**config.mk**
```make
export PLATFORM = sky130hd
export DESIGN_NAME = execute_mc
export DESIGN_NICKNAME = d
export VERILOG_FILES = /design/src/rtl/execute_mc.sv
export SDC_FILE = /design/constraint.sdc
export NUM_CORES = 2
export LEC_CHECK = 0
export CAP_MARGIN = 40
export CORE_MARGIN = 4
export CORE_UTILIZATION = 25
export DETAILED_ROUTE_END_ITERATION = 10
export GPL_TIMING_DRIVEN = 0
export PLACE_DENSITY = 0.47
export SLEW_MARGIN = 20
export SYNTH_ARGS = -nofsm -noshare
export SYNTH_HDL_FRONTEND = slang
export SYNTH_SLANG_ARGS = --single-unit
export TNS_END_PERCENT = 30
```
**constraint.sdc**
```tcl
create_clock -name clk -period 14.9 [get_ports clk]
set_input_delay 2.98 -clock clk [delete_from_list [all_inputs] [get_ports clk]]
set_output_delay 2.98 -clock clk [all_outputs]
set_load 0.02 [all_outputs]
```
**src/rtl/execute_mc.sv**
```systemverilog
// execute_mc: multi-cycle execute stage for ALU, branch and memory requests.
// Divide and remainder run on an iterative restoring divider.

package execute_mc_pkg;
    typedef enum logic [4:0] {
        ADD, SUB, AND, OR, XOR, SLL, SRL, SRA, SLT, SLTU, PASS,
        MUL, MULH, MULHU, DIV, DIVU, REM, REMU, ANONE
    } alu_op_e;

    typedef enum logic [3:0] {
        BNONE, BEQ, BNE, BLT, BGE, BLTU, BGEU, JAL, JALR
    } br_op_e;

    typedef enum logic [1:0] {
        MNONE, LOAD, STORE
    } mem_op_e;
endpackage

module execute_mc
    import execute_mc_pkg::*;
#(
    parameter int XLEN       = 32,
    parameter int DIV_UNROLL = 1
) (
    input  logic              clk,
    input  logic              reset,
    input  logic              in_valid,
    output logic              in_ready,
    input  alu_op_e           in_alu_op,
    input  br_op_e            in_br_op,
    input  mem_op_e           in_mem_op,
    input  logic [2:0]        in_funct3,
    input  logic [XLEN-1:0]   in_pc,
    input  logic [XLEN-1:0]   in_rs1_val,
    input  logic [XLEN-1:0]   in_rs2_val,
    input  logic [XLEN-1:0]   in_imm,
    input  logic              in_use_imm,
    input  logic              flush,
    output logic              out_valid,
    input  logic              out_ready,
    output logic [XLEN-1:0]   out_result,
    output logic              out_branch_taken,
    output logic [XLEN-1:0]   out_branch_target,
    output logic              out_mem_read,
    output logic              out_mem_write,
    output logic [XLEN-1:0]   out_mem_addr,
    output logic [XLEN-1:0]   out_mem_data,
    output logic [XLEN/8-1:0] out_mem_mask,
    output logic              busy
);

    localparam int SHW   = $clog2(XLEN);
    localparam int MW    = XLEN / 8;
    localparam int STEPS = XLEN / DIV_UNROLL;
    localparam int CW    = $clog2(STEPS + 1);
    localparam logic [XLEN-1:0] MIN = {1'b1, {(XLEN-1){1'b0}}};

    typedef enum logic [1:0] {S_IDLE, S_DIV, S_DONE} state_e;

    state_e            state;
    logic [XLEN-1:0]   a, b;
    logic [SHW-1:0]    shamt;
    logic [2*XLEN-1:0] prod;
    logic [XLEN-1:0]   mulh;
    logic              is_div, div_signed, div_rem;
    logic              div_zero, div_ovf, div_special;
    logic [XLEN-1:0]   div_fast, alu_res, res_single;
    logic              br_taken, is_link;
    logic [XLEN-1:0]   br_target;
    logic              mem_rd, mem_wr;
    logic [MW-1:0]     mem_mask;
    logic              accept, start_div, out_free;
    logic [XLEN-1:0]   q, d, r, q_n, r_n, div_res;
    logic [XLEN:0]     rr;
    logic [CW-1:0]     cnt;
    logic              prep, sgn, neg_q, neg_r, want_rem;

    assign a     = in_rs1_val;
    assign b     = (in_use_imm || in_mem_op != MNONE) ? in_imm : in_rs2_val;
    assign shamt = b[SHW-1:0];

    // One unsigned multiplier; signed high half is corrected from it.
    assign prod = {{XLEN{1'b0}}, a} * {{XLEN{1'b0}}, b};
    assign mulh = prod[2*XLEN-1:XLEN]
                - (a[XLEN-1] ? b : '0)
                - (b[XLEN-1] ? a : '0);

    assign is_div      = in_alu_op inside {DIV, DIVU, REM, REMU};
    assign div_signed  = in_alu_op inside {DIV, REM};
    assign div_rem     = in_alu_op inside {REM, REMU};
    assign div_zero    = (b == '0);
    assign div_ovf     = div_signed && (a == MIN) && (b == '1);
    assign div_special = div_zero || div_ovf;

    always_comb begin
        div_fast = '0;
        if (div_zero)
            div_fast = div_rem ? a : '1;
        else if (div_ovf)
            div_fast = div_rem ? '0 : a;
    end

    always_comb begin
        alu_res = '0;
        unique case (in_alu_op)
            ADD:   alu_res = a + b;
            SUB:   alu_res = a - b;
            AND:   alu_res = a & b;
            OR:    alu_res = a | b;
            XOR:   alu_res = a ^ b;
            SLL:   alu_res = a << shamt;
            SRL:   alu_res = a >> shamt;
            SRA:   alu_res = $unsigned($signed(a) >>> shamt);
            SLT:   alu_res = {{(XLEN-1){1'b0}}, $signed(a) < $signed(b)};
            SLTU:  alu_res = {{(XLEN-1){1'b0}}, a < b};
            PASS:  alu_res = b;
            MUL:   alu_res = prod[XLEN-1:0];
            MULH:  alu_res = mulh;
            MULHU: alu_res = prod[2*XLEN-1:XLEN];
            DIV, DIVU, REM, REMU: alu_res = div_fast;
            default: alu_res = '0;
        endcase
    end

    always_comb begin
        br_taken  = 1'b0;
        is_link   = 1'b0;
        br_target = in_pc + in_imm;
        unique case (in_br_op)
            BEQ:  br_taken = (in_rs1_val == in_rs2_val);
            BNE:  br_taken = (in_rs1_val != in_rs2_val);
            BLT:  br_taken = $signed(in_rs1_val) < $signed(in_rs2_val);
            BGE:  br_taken = $signed(in_rs1_val) >= $signed(in_rs2_val);
            BLTU: br_taken = in_rs1_val < in_rs2_val;
            BGEU: br_taken = in_rs1_val >= in_rs2_val;
            JAL: begin
                br_taken = 1'b1;
                is_link  = 1'b1;
            end
            JALR: begin
                br_taken  = 1'b1;
                is_link   = 1'b1;
                br_target = (in_rs1_val + in_imm) & ~XLEN'(1);
            end
            default: br_target = '0;
        endcase
    end

    assign res_single = is_link ? in_pc + XLEN'(4) : alu_res;

    always_comb begin
        mem_rd   = 1'b0;
        mem_wr   = 1'b0;
        mem_mask = '0;
        if (in_mem_op == LOAD) begin
            unique case (in_funct3)
                3'd0, 3'd1, 3'd2, 3'd4, 3'd5: mem_rd = 1'b1;
                3'd3, 3'd6: mem_rd = (XLEN == 64);
                default: mem_rd = 1'b0;
            endcase
        end else if (in_mem_op == STORE) begin
            unique case (in_funct3)
                3'd0: {mem_wr, mem_mask} = {1'b1, MW'(1)};
                3'd1: {mem_wr, mem_mask} = {1'b1, MW'(3)};
                3'd2: {mem_wr, mem_mask} = {1'b1, MW'(15)};
                3'd3: if (XLEN == 64) {mem_wr, mem_mask} = {1'b1, MW'(255)};
                default: mem_wr = 1'b0;
            endcase
        end
    end

    // DIV_UNROLL restoring steps per cycle on magnitudes.
    always_comb begin
        q_n = q;
        r_n = r;
        rr  = '0;
        for (int i = 0; i < DIV_UNROLL; i++) begin
            rr  = {r_n, q_n[XLEN-1]};
            q_n = q_n << 1;
            if (rr >= {1'b0, d}) begin
                rr     = rr - {1'b0, d};
                q_n[0] = 1'b1;
            end
            r_n = rr[XLEN-1:0];
        end
    end

    assign div_res = want_rem ? (neg_r ? -r : r) : (neg_q ? -q : q);

    assign out_free  = !out_valid || out_ready;
    assign in_ready  = (state == S_IDLE) && out_free && reset;
    assign accept    = in_valid && in_ready && !flush;
    assign start_div = accept && is_div && !div_special;
    assign busy      = (state != S_IDLE);

    always_ff @(posedge clk) begin
        if (!reset) begin
            state             <= S_IDLE;
            prep              <= 1'b0;
            sgn               <= 1'b0;
            neg_q             <= 1'b0;
            neg_r             <= 1'b0;
            want_rem          <= 1'b0;
            cnt               <= '0;
            q                 <= '0;
            d                 <= '0;
            r                 <= '0;
            out_valid         <= 1'b0;
            out_result        <= '0;
            out_branch_taken  <= 1'b0;
            out_branch_target <= '0;
            out_mem_read      <= 1'b0;
            out_mem_write     <= 1'b0;
            out_mem_addr      <= '0;
            out_mem_data      <= '0;
            out_mem_mask      <= '0;
        end else if (flush) begin
            state     <= S_IDLE;
            prep      <= 1'b0;
            out_valid <= 1'b0;
        end else begin
            if (out_ready)
                out_valid <= 1'b0;
            unique case (state)
                S_IDLE: begin
                    if (start_div) begin
                        state    <= S_DIV;
                        prep     <= 1'b1;
                        q        <= a;
                        d        <= b;
                        r        <= '0;
                        sgn      <= div_signed;
                        neg_q    <= div_signed && (a[XLEN-1] ^ b[XLEN-1]);
                        neg_r    <= div_signed && a[XLEN-1];
                        want_rem <= div_rem;
                    end else if (accept) begin
                        out_valid         <= 1'b1;
                        out_result        <= res_single;
                        out_branch_taken  <= br_taken;
                        out_branch_target <= br_target;
                        out_mem_read      <= mem_rd;
                        out_mem_write     <= mem_wr;
                        out_mem_addr      <= in_rs1_val + in_imm;
                        out_mem_data      <= in_rs2_val;
                        out_mem_mask      <= mem_mask;
                    end
                end
                S_DIV: begin
                    if (prep) begin
                        prep <= 1'b0;
                        cnt  <= CW'(STEPS);
                        if (sgn && q[XLEN-1]) q <= -q;
                        if (sgn && d[XLEN-1]) d <= -d;
                    end else begin
                        q   <= q_n;
                        r   <= r_n;
                        cnt <= cnt - CW'(1);
                        if (cnt == CW'(1)) state <= S_DONE;
                    end
                end
                S_DONE: begin
                    if (out_free) begin
                        state             <= S_IDLE;
                        out_valid         <= 1'b1;
                        out_result        <= div_res;
                        out_branch_taken  <= 1'b0;
                        out_branch_target <= '0;
                        out_mem_read      <= 1'b0;
                        out_mem_write     <= 1'b0;
                        out_mem_addr      <= '0;
                        out_mem_data      <= '0;
                        out_mem_mask      <= '0;
                    end
                end
                default: state <= S_IDLE;
            endcase
        end
    end

endmodule

```
### Word level (Yosys, flattened, before mapping)

Cells that the tools add are included.
Widths: inputs -> output; s select.

* register bits after elaboration: 245
* input port bits: 148
* output and inout port bits: 138
* logic and storage cells: 215

* add/subtract/negate cells: 12
* $mul: 1
* magnitude comparators: 7
* eq/ne operators: 47
* shift operators: 3
* mux-type cells: 77
* bitwise gates (word level): 6
* reductions and logical operators: 43

Operators by type and width (count)
* $mux 32: 30
* $pmux 32 s2: 8
* $pmux 32 s15: 1
* $lt 32x32->1: 4
* $sub 32x32->32: 4
* $add 32x32->32: 3
* $neg 32->32: 3
* $eq 32x32->1 const B: 2
* $ge 32x32->1: 2
* $mul 32x32->64: 1
* $eq 5x4->1 const B: 8
* $ge 33x32->1: 1
* $add 32x3->32 const B: 1
* $and 32x32->32: 1
* $eq 32x32->1: 1
* $logic_not 32->1: 1
* $ne 32x32->1: 1
* $or 32x32->32: 1
* $shl 32x5->32: 1
* $shr 32x5->32: 1
* $sshr 32x5->32: 1
* $xor 32x32->32: 1
* $eq 5x3->1 const B: 4
* $mux 4: 5
* other kinds (43): 110

### Depth between registers and ports, before layout

* word-level depth: 12
* depth in mapped cells: 51
* mapped depth without buffers: 43

### Least setup slack after synthesis

OpenSTA, ideal clock, no wires.

* path type: input port to flip-flop
* start point: in in_use_imm
* end point: reg out_result[28]
* library setup time: 0.134 ns
* arrival time: 15.083 ns
* required time: 14.766 ns
* slack: -0.317 ns
* cell stages on the path: 46
* buffers on the path: 7
* path through: clkbuf_1 nor3_2 mux2_2 inv_1 clkbuf_1 clkbuf_1 clkbuf_1 buf_1 buf_1 nor2_1 fa_1 inv_1 fa_1 fa_1 fa_1 inv_1 fa_1 inv_1 [... 10 more ...] a221o_1 a21boi_0 o21ai_0 a41o_1 xnor2_1 fa_1 inv_1 ha_1 and3_1 a221o_1 a21oi_1 a21oi_1 o2111ai_1 a21boi_0 a22oi_1 mux2i_1 a2111oi_0 a211oi_1

* longest elaborated chain between the ends: 11
* elaborated cells on any way between the ends: 30
* classes of those cells: add/sub: 4; mul: 1; eq/ne: 2; shift: 3; mux: 10; bitwise: 3; reduce/logical: 7

RTL lines
* from (decl): RTL line 37 `input logic in_use_imm,`
* $logic_or 1x1->1 (*): RTL line 79 `assign b = (in_use_imm || in_mem_op != MNONE) ? in_imm : in_rs2_val;`
* $mux 32 (*): RTL line 79
* branches (longest 9 deep; another with $mul 32x32->64)
* to (signal assigned): RTL line 238 `out_result <= res_single;`
* to (signal assigned): RTL line 265 `out_result <= div_res;`
* to (decl): RTL line 41 `output logic [XLEN-1:0] out_result,`

Mark *: on every way between the ends. The select of a mux whose other input is x is not followed.
A chain may end at the register's enable or synchronous reset.

### Worst setup path in the final report

* start point: in in_rs1_val[4]
* end point: reg out_result[30]

* longest elaborated chain between the ends: 10
* elaborated cells on any way between the ends: 24
* classes of those cells: add/sub: 4; mul: 1; eq/ne: 2; shift: 3; mux: 8; reduce/logical: 6

RTL lines
* from (decl): RTL line 34 `input logic [XLEN-1:0] in_rs1_val,`
* branches (longest 10 deep; another with $mul 32x32->64)

Parallel ways; which one is timed is not known. The select of a mux whose other input is x is not followed.

==> impl_metrics.toml <==
[worst_setup_path]
crit_arrival_ps = 15460
critPathMaxFanout = 10
required_ps = 15400
start_kind = "primary input"
cpMostUsedCell = "fa_1"
reg2regPathDepth = 15
cpPeakStageDelay_ps = 850
cpMaxStageDelayCell = "clkdlybuf4s50_1"
end_kind = "register"
cp-startpoint = "in_rs1_val[4]"
rr_startpoint = "q[1]$_SDFFE_PN0P_"
crit_type = "primary input to register"

[route]
viasPerCell = 5.62
firstDrtPassIters = 6
finalWirelength_um = 449000
vias = 69500
first_iter_violations = 8601
avgRoutedWirePerCell_um = 36.3
ant_nets = 0
drc_errors = 0

[sta]
fin_hold_ws_ps = 454
relSlewSlack_pct = 26.4
hold_violations = 0
fmax_ghz = 0.0669
rsz0062_at_grt = "no"
period_needed_ps = 14950
skew_ps = 22.9
period_share_pct = 100
tightest_slew_ps = 1100
finalSetupViolCount = 1
fin_ws_ps = -54.1
report.final.slew_viol_count = 0

[status]
status = "finished with violations"
violations = "negative setup slack"

[global_route]
global_route.overflow_total = 0
grt_antenna_before_repair = 55
grtUsageTotal_pct = 33.0
grt_pass1_vias = 67500
grt_max_degree = 25
grt_pass1_wl_um = 600000

[floorplan]
ioPinCount = 286
die_y_um = 514
rows = 185
dieWidth_um = 514
coreArea_mm2 = 0.254
dieArea_mm2 = 0.264
initial_core_util_pct = 25.1

[clock_network]
cts_buffers = 30
cts_tree = "done"
cts.htree.levels = 1
cts.sinks = 244
clockBufferDepth = 3
insertion_delay_ps = 660
hold_buffers = 0
clk_pin_slew_ps = 80
cts-root-buf = "clkbuf_16"

[logic_synthesis]
synth_top_area_share_pct = 29.2
synthArstFlopShare_pct = 0
syn_inst = 8290
synthFlopType = "dfxtp_1"
ys_seq_elements = 244
synth.distinct_cells = 103
syn_avg_cell_area_um2 = 7.71
netlist_area_mm2 = 0.0639
synth_edf_count = 0
yosysWarnings = 0
ys_seq_area_share_pct = 7.64
netlist_top_cells_area = "fa_1 29%, ha_1 10%, dfxtp_1 7.6%"
synth_fp_nets = 9895
yosys.area.top_type = "fa_1"

[final_layout]
design_area_mm2 = 0.0789
areaGrowthSynthToFinish_pct = 23.4
drive_gt1_share_pct = 11.3
fill_cells = 27500
fin_nets = 10600

[placement]
placed_area_mm2 = 0.0747
finalWeightedCongestion = 1.07
io_buffers = 279
dp_hpwl_um = 381000

[min_path]
min_path_cells = 2
min_from = "out_mem_data[3]$_SDFFE_PN0P_"
worstHoldPathType = "register to register"

[flow_run]
cap_violations = 0
## synth_stat cells (32+ instances only)
cell / count
o21a_1: 49
buf_1: 53
clkbuf_1: 438
nand4_1: 80
a22oi_1: 51
nand2_1: 944
or3_1: 53
nand2b_1: 41
a21oi_1: 460
o21ai_0: 380
fa_1: 931
o211ai_1: 87
o21bai_1: 44
xnor2_1: 169
nor3_1: 123
a21o_1: 119
and3_1: 44
dfxtp_1: 244
inv_1: 1157
a31oi_1: 64
nand3_1: 212
ha_1: 526
o31ai_1: 36
xor2_1: 119
mux2i_1: 102
nor2_1: 1000
a221oi_1: 50
a211oi_1: 75
o221ai_1: 32
nor4_1: 59
## final cells by class
type                    count  area [um^2]  share of cell area [%]
well taps                3366         4210                    5.34
multi-input cells        6356        54300                    68.8
clock buffers              38          831                    1.05
diodes                     25         62.6                  0.0793
plain buffers             472         2550                    3.24
clock inverters            18          297                   0.376
inverters                1177         4550                    5.77
flip-flops and latches    244         4880                    6.19
repair inverters            1         5.00                 0.00635
repair buffers            663         7210                    9.14
## path summary, 6_finish.rpt
check	endpoint	slack, ps
worst max-delay path	out_result[30]$_SDFFE_PN0P_	-50
worst min-delay path	out_mem_data[3]$_SDFFE_PN0P_	450
worst max register to register	out_result[20]$_SDFFE_PN0P_	9730
worst min register to register	out_mem_data[3]$_SDFFE_PN0P_	450
## placed cells by master, fill, tap and decap left out, types with 100 or more instances in the layout
cell,n
dfxtp_1,244
nand2_1,934
buf_6,130
clkbuf_1,273
inv_1,1140
fa_1,921
nand3_1,210
o21ai_0,344
xnor2_1,155
nor2_1,967
ha_1,482
mux2i_1,100
a21oi_1,435
clkdlybuf4s50_1,254
buf_4,152
nor3_1,109
a21o_1,119
xor2_1,111
## per-stage QoR
step	TNS [ps]	std cells	util [%]	setup WS (ps)
floorplan	0	8290	-	51.6
global placement	-253460	11900	27.9	-10520
detailed placement	-153310	12200	29.4	-6130
CTS	0	12300	30.6	12.8
global route	0	12300	31.0	18.2
finish	-54.1	12400	31.0	-54.1
## worst max-delay path, delay by kind of cell
| family | cells | cell delay, ps |
|---|---|---|
| buffers and inverters | 9 | 2860 |
| muxes | 1 | 310 |
| and+or+nand+nor | 9 | 2270 |
| AOI/OAI and AO/OA | 7 | 1690 |
| adders and majority gates | 11 | 5060 |
| xor gates and xnor gates | 1 | 200 |
## registers in the layout, indices dropped and copies added, names as in the netlist
register and count:
d 32, want_rem 1, out_mem_mask 3, out_branch_target 32, q 32, out_branch_taken 1, out_result 32, neg_r 1
sgn 1, out_mem_write 1, out_mem_addr 32, out_valid 1, r 32, state 2, out_mem_data 32, out_mem_read 1
prep 1, neg_q 1, cnt 6
## repair_timing
action | in CTS | in global routing
pin swaps | 53 | 68
cloned | 2 | 1
resized for setup | 405 | 208
setup buffers | 66 | 34
endpoints found under the setup margin | 32 | 24
## per-layer routing
layer / track usage (%) / wire length [um]
met5: 0 / 175
met4: 16.4 / 28300
met3: 7.98 / 44400
met2: 47.9 / 185000
met1: 45.5 / 191000
## logic make-up after synthesis
| kind of cell | synth area share, % |
|---|---|
| and+or+nand+nor | 18.7 |
| AOI/OAI and AO/OA | 17.9 |
| buffers and inverters | 10.2 |
| adders and majority gates | 39.5 |
| xor gates and xnor gates | 3.95 |
| DFF | 7.64 |
| muxes | 2.20 |
Power is left out: the tool's default activity adds up to more than one toggle a clock period on the data nets, which glitch-free logic cannot reach.
